**src/rtl/prog_sequencer.sv**
```systemverilog
// -----------------------------------------------------------------------------
// prog_sequencer
//   Host-side program launcher for a small core. On a host request it pulses
//   core_start with the selected program index, counts RUN cycles until the
//   core reports halt, then holds ack until the host withdraws req. The
//   program index advances round-robin after every completed handshake.
//
// Optional feature (compile-time macro PROG_SEQUENCER_WATCHDOG_EN):
//   RUN is also ended once cycle_ct reaches TIMEOUT without core_done, and
//   timeout is set. With the macro undefined, timeout is tied low and no
//   watchdog logic exists.
//
// Parameters
//   NUM_PROGS  programs held in instruction ROM (1..4)
//   CNT_W      cycle counter width
//   TIMEOUT    watchdog limit in RUN cycles (1..2^CNT_W-1)
//
// Ports
//   clk         in   single clock, posedge
//   init_n      in   asynchronous active-low reset
//   req         in   host request, level, held until ack
//   ack         out  high from DONE entry until req drops
//   core_start  out  one-cycle start pulse to the core
//   prog_sel    out  program index to the core
//   core_done   in   core halt flag, sampled only in RUN
//   busy        out  high in LAUNCH and RUN
//   cycle_ct    out  RUN-cycle count of the current/last program
//   timeout     out  last program ended by the watchdog
// -----------------------------------------------------------------------------
module prog_sequencer #(
    parameter int unsigned NUM_PROGS = 3,
    parameter int unsigned CNT_W     = 16,
    parameter int unsigned TIMEOUT   = 4096
) (
    input  logic             clk,
    input  logic             init_n,
    input  logic             req,
    output logic             ack,
    output logic             core_start,
    output logic [1:0]       prog_sel,
    input  logic             core_done,
    output logic             busy,
    output logic [CNT_W-1:0] cycle_ct,
    output logic             timeout
);

    // Elaboration-time parameter range checks.
    if (NUM_PROGS < 1 || NUM_PROGS > 4) begin : g_bad_num_progs
        $error("prog_sequencer: NUM_PROGS out of range 1..4");
    end
    if (TIMEOUT < 1 || TIMEOUT > ((64'd1 << CNT_W) - 64'd1)) begin : g_bad_timeout
        $error("prog_sequencer: TIMEOUT out of range 1..2^CNT_W-1");
    end

    localparam logic [1:0] LP_LAST_PROG = 2'(NUM_PROGS - 1);

    typedef enum logic [1:0] {
        S_IDLE   = 2'd0,
        S_LAUNCH = 2'd1,
        S_RUN    = 2'd2,
        S_DONE   = 2'd3
    } state_t;

    state_t           r_state;
    logic [1:0]       r_sync;
    logic             r_ack;
    logic             r_core_start;
    logic             r_busy;
    logic [1:0]       r_prog_sel;
    logic [CNT_W-1:0] r_cycle_ct;
    logic [CNT_W-1:0] w_ct_next;
    logic             w_run_ok;

    // Reset release synchroniser: asserts with init_n, releases after two edges.
    always_ff @(posedge clk or negedge init_n) begin
        if (!init_n) begin
            r_sync <= '0;
        end else begin
            r_sync <= {r_sync[0], 1'b1};
        end
    end

    assign w_run_ok  = r_sync[1];
    // Saturating increment: hold at all-ones instead of wrapping.
    assign w_ct_next = (&r_cycle_ct) ? r_cycle_ct : r_cycle_ct + CNT_W'(1);

`ifdef PROG_SEQUENCER_WATCHDOG_EN
    localparam logic [CNT_W-1:0] LP_LIMIT = CNT_W'(TIMEOUT);
    logic r_timeout;
    logic w_wd_hit;
    // Limit is judged on the value this RUN cycle counts up to, so DONE is
    // entered holding exactly TIMEOUT.
    assign w_wd_hit = (w_ct_next == LP_LIMIT);
    assign timeout  = r_timeout;
`else
    assign timeout  = 1'b0;
`endif

    always_ff @(posedge clk or negedge init_n) begin
        if (!init_n) begin
            r_state      <= S_IDLE;
            r_ack        <= 1'b0;
            r_core_start <= 1'b0;
            r_busy       <= 1'b0;
            r_prog_sel   <= '0;
            r_cycle_ct   <= '0;
`ifdef PROG_SEQUENCER_WATCHDOG_EN
            r_timeout    <= 1'b0;
`endif
        end else begin
            case (r_state)
                S_IDLE: begin
                    if (req && w_run_ok) begin
                        r_state      <= S_LAUNCH;
                        r_core_start <= 1'b1;
                        r_busy       <= 1'b1;
                        r_cycle_ct   <= '0;
`ifdef PROG_SEQUENCER_WATCHDOG_EN
                        r_timeout    <= 1'b0;
`endif
                    end
                end
                S_LAUNCH: begin
                    r_state      <= S_RUN;
                    r_core_start <= 1'b0;
                end
                S_RUN: begin
                    r_cycle_ct <= w_ct_next;
                    // core_done takes priority over a coincident watchdog hit.
                    if (core_done) begin
                        r_state <= S_DONE;
                        r_busy  <= 1'b0;
                        r_ack   <= 1'b1;
                    end
`ifdef PROG_SEQUENCER_WATCHDOG_EN
                    else if (w_wd_hit) begin
                        r_state   <= S_DONE;
                        r_busy    <= 1'b0;
                        r_ack     <= 1'b1;
                        r_timeout <= 1'b1;
                    end
`endif
                end
                S_DONE: begin
                    if (!req) begin
                        r_state    <= S_IDLE;
                        r_ack      <= 1'b0;
                        r_prog_sel <= (r_prog_sel == LP_LAST_PROG) ? '0
                                                                   : r_prog_sel + 2'd1;
                    end
                end
                default: begin
                    r_state <= S_IDLE;
                end
            endcase
        end
    end

    assign ack        = r_ack;
    assign core_start = r_core_start;
    assign busy       = r_busy;
    assign prog_sel   = r_prog_sel;
    assign cycle_ct   = r_cycle_ct;

endmodule
```
**config.mk**
```make
export PLATFORM = sky130hd
export DESIGN_NAME = prog_sequencer
export DESIGN_NICKNAME = d
export VERILOG_FILES = /design/src/rtl/prog_sequencer.sv
export SDC_FILE = /design/constraint.sdc
export NUM_CORES = 1
export LEC_CHECK = 0
export ABC_AREA = 0
export CORE_MARGIN = 4
export CORE_UTILIZATION = 50
export DETAILED_ROUTE_END_ITERATION = 6
export PLACE_DENSITY_LB_ADDON = 0.08
export SLEW_MARGIN = 20
export SYNTH_ARGS = -nofsm -noshare
export SYNTH_HDL_FRONTEND = slang
export SYNTH_SLANG_ARGS = --single-unit
export TNS_END_PERCENT = 50
```
**constraint.sdc**
```tcl
create_clock -name clk -period 2.03 [get_ports clk]
set_clock_uncertainty 0.05 [all_clocks]
set_input_delay 0.3045 -clock clk [delete_from_list [all_inputs] [get_ports clk]]
set_output_delay 0.3045 -clock clk [all_outputs]
set_load 0.005 [all_outputs]
```
==> results of run 1 <==
power by group through the flow:
stage | registers (W) | logic (W) | clock network, W
floorplan | 0.000795 | 0.000686 | 0
global placement | 0.000814 | 0.00111 | 0
detailed placement | 0.000829 | 0.00113 | 0
CTS | 0.000818 | 0.00114 | 0.000229
global route | 0.000852 | 0.00126 | 0.000253
finish | 0.000819 | 0.00114 | 0.000224
cell families (layout without fill, tap and decap cells):
| family | Yosys count | in the layout | synth area share |
|---|---|---|---|
| adder cells (fa/ha/maj) | 6 | 6 | 0.0489 |
| multiplexers | 6 | 6 | 0.0432 |
| flip-flops | 25 | 25 | 0.408 |
| AND/OR/NAND/NOR | 53 | 53 | 0.218 |
| buffers and inverters | 17 | 50 | 0.0514 |
| other | 2 | 2 | 0.00490 |
| AO/OA/AOI/OAI | 47 | 47 | 0.226 |
placed cells by master, fill, tap and decap left out, drive strengths merged, types with 4 or more instances in the layout:
cell / n
nand2: 14
inv: 12
o21ai: 10
buf: 10
dfrtp: 25
a31oi: 5
mux2i: 4
nand4: 5
a211o: 4
ha: 6
clkdlybuf4s50: 24
clkbuf: 4
a21oi: 7
nor2: 8
nand3: 7
nor3: 6
area by class of cell:
cell class                 count  share of cell area
clock buffer                   4              0.0140
inverter                      12              0.0239
multi-input combinational    114               0.442
sequential                    25               0.332
tap                           31              0.0206
timing repair buffer          34               0.167
worst max-delay path, stage by stage (launching register included):
cell and delay, ns:
dfrtp_1 0.40, inv_1 0.10, ha_1 0.26, nand2b_4 0.15, and2_0 0.29, a21o_4 0.28, a211o_1 0.29
state kept, by name (all words and copies together), names as in the netlist:
name	cells
prog_sel	2
core_start	1
r_state	2
r_sync	2
busy	1
cycle_ct	16
ack	1
routing by layer:
metal	GRT usage	wire, um	up-vias
met5	0	0	-
met4	0.0566	32	0
met3	0.0320	193	4
met2	0.301	1660	41
met1	0.244	1600	630
li1	-	-	644
how the worst max path moves through the flow:
stage,slack (ns),start,cells past startpoint,end
6_report,0.11,r_state[0],6,cycle_ct[11]
4_1_cts,0.06,r_state[0],6,cycle_ct[11]
3_5_place_dp,0.08,req,5,cycle_ct[11]
2_1_floorplan,0.22,r_state[0],7,cycle_ct[0]
5_1_grt,0.002,r_state[1],7,cycle_ct[1]
3_3_place_gp,0.11,req,5,cycle_ct[13]
repair_timing:
| action | in CTS | in global routing |
|---|---|---|
| endpoints found under the setup margin | 0 | 5 |
| hold buffers | 0 | 0 |
| resized for setup | 0 | 1 |
per-stage QoR:
step | worst slack (ns) | cells | cell area, sq um | util | hold slack [ns]
2_1_floorplan | 0.221 | 156 | 1530 | - | -0.0411
3_3_place_gp | 0.114 | 216 | 1850 | 0.650 | 0.284
3_5_place_dp | 0.0802 | 216 | 1850 | 0.650 | 0.286
4_1_cts | 0.0624 | 220 | 1880 | 0.659 | 0.289
5_1_grt | 0.00219 | 220 | 1880 | 0.660 | 0.295
6_report | 0.106 | 220 | 1880 | 0.660 | 0.281
==> metrics.txt, run 1 <==
status completed; RSZ-0062 raised after global routing no; Reg-to-Reg Start r_state[0]; net switching power 0.000878 W; wire per inst 15.8 um; DIE HEIGHT 63.4 um; internal power 0.00131 W; Logic pwr share 0.523; multi-input logic area 832 sq um; Initial Util 0.538; gr usage total 0.183; Avg Inst Size Synth 9.83 sq um; initial antenna violation count 0; share of cells above drive strength 1 0.132; sequential share of the synthesized area 0.408; Sw Share 0.401; CTS buffer count 3; largest net degree at the start of global routing 26; Power Dens Cells 1160 nW/um^2; worst skew pair latency 0.31 ns; r2r setup slk 0.11 ns; clock transition at the registers of the reported paths 0.14 ns; Fillers 252; top cell type's share of synthesized area 0.408; Detailed Routing Iterations Pass 1 4; Clock Path Buffers 2; Yosys cell types 47; nets 200; WL final 3480 um; top cells by count, synth dfrtp_1, nand2_1, inv_1, o21ai_0, nor2_1; VDD IR max 853 uV; chip width 63.4 um; area leader, netlist dfrtp_1; Worst Path Required 2.19 ns; flops & latches, synth 25; CTS tree done; Post-CTS Setup Bufs 0; DPL Wire Length 2600 um; gpl congestion 0.895; # DRC 0; synth-to-layout area growth 22.8%; Num Clock Sinks 25; Worst Hold Class in2async; FMAX 520 MHz; Most used DFF post-synth dfrtp_1; register area 626 sq um; vias per cell 6.00; worst-case reg-to-reg path depth 6; I/O pins 26; core area 2850 sq um; initial DRC count 82; Reg power frac 0.375; Clk pwr share 0.102; synthesized area 1530 sq um; Slew Limit Fails 0; vias 1319; total gr overflow 0; Reg2Reg Capture Point cycle_ct[11]; syn nets 166; hold violation count in the final report 0; endpoints failing setup 0; warnings from Yosys 0; total power draw 0.00219 W; first-pass GRT wire length 5940 um; max-cap viol count 0; CP Class reg2reg; asr flop ratio synth 1.00; Post-synth EDFFs 0; critical path arrival 2.09 ns; Port Buffers 24; Synth area leaders dfrtp_1, ha_1, nand2_1; Cells after Synth 156; Row Count 19; Setup crit start kind flip-flop; Critical Path Fanout Max 6; full die area 4020 sq um; Tmin final 1.92 ns; top-count cell post-synth dfrtp_1; Setup crit end kind flip-flop; clock root buffer master clkbuf_4; final worst path period share 0.948; vias in the first global route 1259; Antenna diodes 0; Leak 0.825 nW; H-Tree Depth 1; setup TNS 0 ns; antenna-violating nets left 0
(Power assumes the default switching activity.)
==> run 2, diff against run 1 <==
Settings changed: PLACE_DENSITY set to 0.73, PLACE_DENSITY_LB_ADDON 0.08 to not set.
==> run 2 against run 1 <==
Sequential power is essentially flat. Sequential share of layout area hardly changed. Wire length grew 1.3%. Cell count unchanged. Combinational power about the same. Via count is 2.0% higher. Non-clock buffer count is the same.
==> metrics.txt, run 2 (synthesis results as in run 1) <==
Post-CTS Setup Bufs 0 (unchanged); first-pass GRT wire length 6110 um (was 5940 um); Fillers 237 (was 252); gr usage total 0.188 (was 0.183); Tmin final 1.91 ns (was 1.92 ns); Critical Path Fanout Max 6 (unchanged); wire per inst 16.0 um (was 15.8 um); Hold Buf Count CTS 0 (unchanged); FMAX 523 MHz (was 520 MHz); Setup crit start kind flip-flop (unchanged); Worst Path Required 2.21 ns (was 2.19 ns); Clock Path Buffers 2 (unchanged); most frequent cells in the layout dfrtp_1, clkdlybuf4s50_1, nand2_1 (unchanged); Max stage delay on crit path 0.40 ns (about the same); critical path arrival 2.09 ns (about the same); Worst Hold Class in2async (unchanged); cell area after layout 1890 sq um (was 1880 sq um); clock root buffer master clkbuf_4 (unchanged); antenna-violating nets left 0 (unchanged); most common cell after layout, fill and taps aside dfrtp_1 (unchanged); Leak 0.828 nW (was 0.825 nW); vias 1346 (was 1319); VDD IR max 722 uV (was 853 uV); CTS tree done (unchanged); chip width 63.4 um (unchanged); full die area 4020 sq um (unchanged); post-cts gate resize count 0 (unchanged); Setup crit end kind flip-flop (unchanged); gpl congestion 0.844 (was 0.895); area of placed instances 1850 sq um (unchanged); core area 2850 sq um (unchanged); clock transition at the registers of the reported paths 0.14 ns (about the same); WL final 3520 um (was 3480 um); CP Class reg2reg (unchanged); Antenna diodes 0 (unchanged); Reg-to-Reg Start r_state[0] (unchanged); max-cap viol count 0 (unchanged); Slew Limit Fails 0 (unchanged); DPL Wire Length 2640 um (was 2600 um); Detailed Routing Iterations Pass 1 4 (unchanged); total gr overflow 0 (unchanged); max reg flops 16 (unchanged); placed insts 216 (unchanged); Power Dens Cells 1170 nW/um^2 (was 1160 nW/um^2); I/O pins 26 (unchanged); hold violation count in the final report 0 (unchanged); largest net degree at the start of global routing 26 (unchanged); Port Buffers 24 (unchanged); endpoints failing setup 0 (unchanged); r2r setup slk 0.12 ns (was 0.11 ns); vias per cell 6.12 (was 6.00); nets 200 (unchanged); final core occ 0.661 (was 0.660); worst skew pair latency 0.32 ns (was 0.31 ns); vias in the first global route 1319 (was 1259); RSZ-0062 raised after global routing no (unchanged); CP max-delay cell dfrtp_1 (unchanged); DIE HEIGHT 63.4 um (unchanged); final worst path period share 0.941 (was 0.948); Num Clock Sinks 25 (unchanged); initial DRC count 85 (was 82); setup TNS 0 ns (unchanged); Initial Util 0.538 (unchanged); Layout Cells excl Fill 220 (unchanged); initial antenna violation count 0 (unchanged); cells along the critical path inv_1, ha_1, nand2b_4, and2_0, a21o_4, a211o_1 (unchanged); status completed (unchanged); Row Count 19 (unchanged); total power draw 0.00220 W (was 0.00219 W); synth-to-layout area growth 22.9% (was 22.8%); # DRC 0 (unchanged); share of cells above drive strength 1 0.138 (was 0.132); Worst Setup SP r_state[0] (unchanged); CTS buffer count 3 (unchanged); H-Tree Depth 1 (unchanged)
run 2: cell count changes in the layout (fill, tap and decap cells not counted):
cell,before,now
clkinv_2,0,1
a2111oi_1,0,1
a2111oi_0,2,1
clkbuf_1,1,0
run 2: layout make-up:
class	instances	area, sq um	area share
Inverter	12	45.0	0.0239
Clock buffer	3	22.5	0.0119
Tap cell	31	38.8	0.0206
Multi-Input combinational cell	114	833	0.442
Sequential cell	25	626	0.332
Clock inverter	1	5.00	0.00265
Timing Repair Buffer	34	315	0.167
run 2: worst paths after layout:
path / endpoint / cells after the start
min: cycle_ct[8] / 2
min reg2reg: r_sync[1] / 0
max in group asynchronous: r_sync[1] / 2
max: cycle_ct[11] / 6
min in group clk: r_sync[1] / 0
max reg2reg: cycle_ct[11] / 6
run 2: worst max-delay path: cells and delay by family (launching register included):
kind	cells	cell delay, ns
AND/OR/NAND/NOR	2	0.44
AO/OA/AOI/OAI	2	0.57
adder cells (fa/ha/maj)	1	0.25
buffers and inverters	1	0.10
flip-flops	1	0.40
run 2: where the power goes:
group,internal (W),switching [W]
clock network,0.0000739,0.000155
logic,0.000603,0.000550
registers,0.000631,0.000186
total,0.00131,0.000891
run 2: per-layer routing:
| metal | vias to the layer above | track usage | wire, um |
|---|---|---|---|
| li1 | 645 | - | - |
| met3 | 4 | 0.0373 | 227 |
| met4 | 0 | 0.0566 | 31 |
| met5 | - | 0 | 0 |
| met2 | 47 | 0.296 | 1640 |
| met1 | 650 | 0.262 | 1630 |
run 2: stage by stage:
step | hold WS, ns | worst slack (ns)
6_report | 0.275 | 0.119
5_1_grt | 0.309 | 0.00795
4_1_cts | 0.289 | 0.0439
3_5_place_dp | 0.292 | 0.0703
3_3_place_gp | 0.285 | 0.113
2_1_floorplan | -0.0411 | 0.221
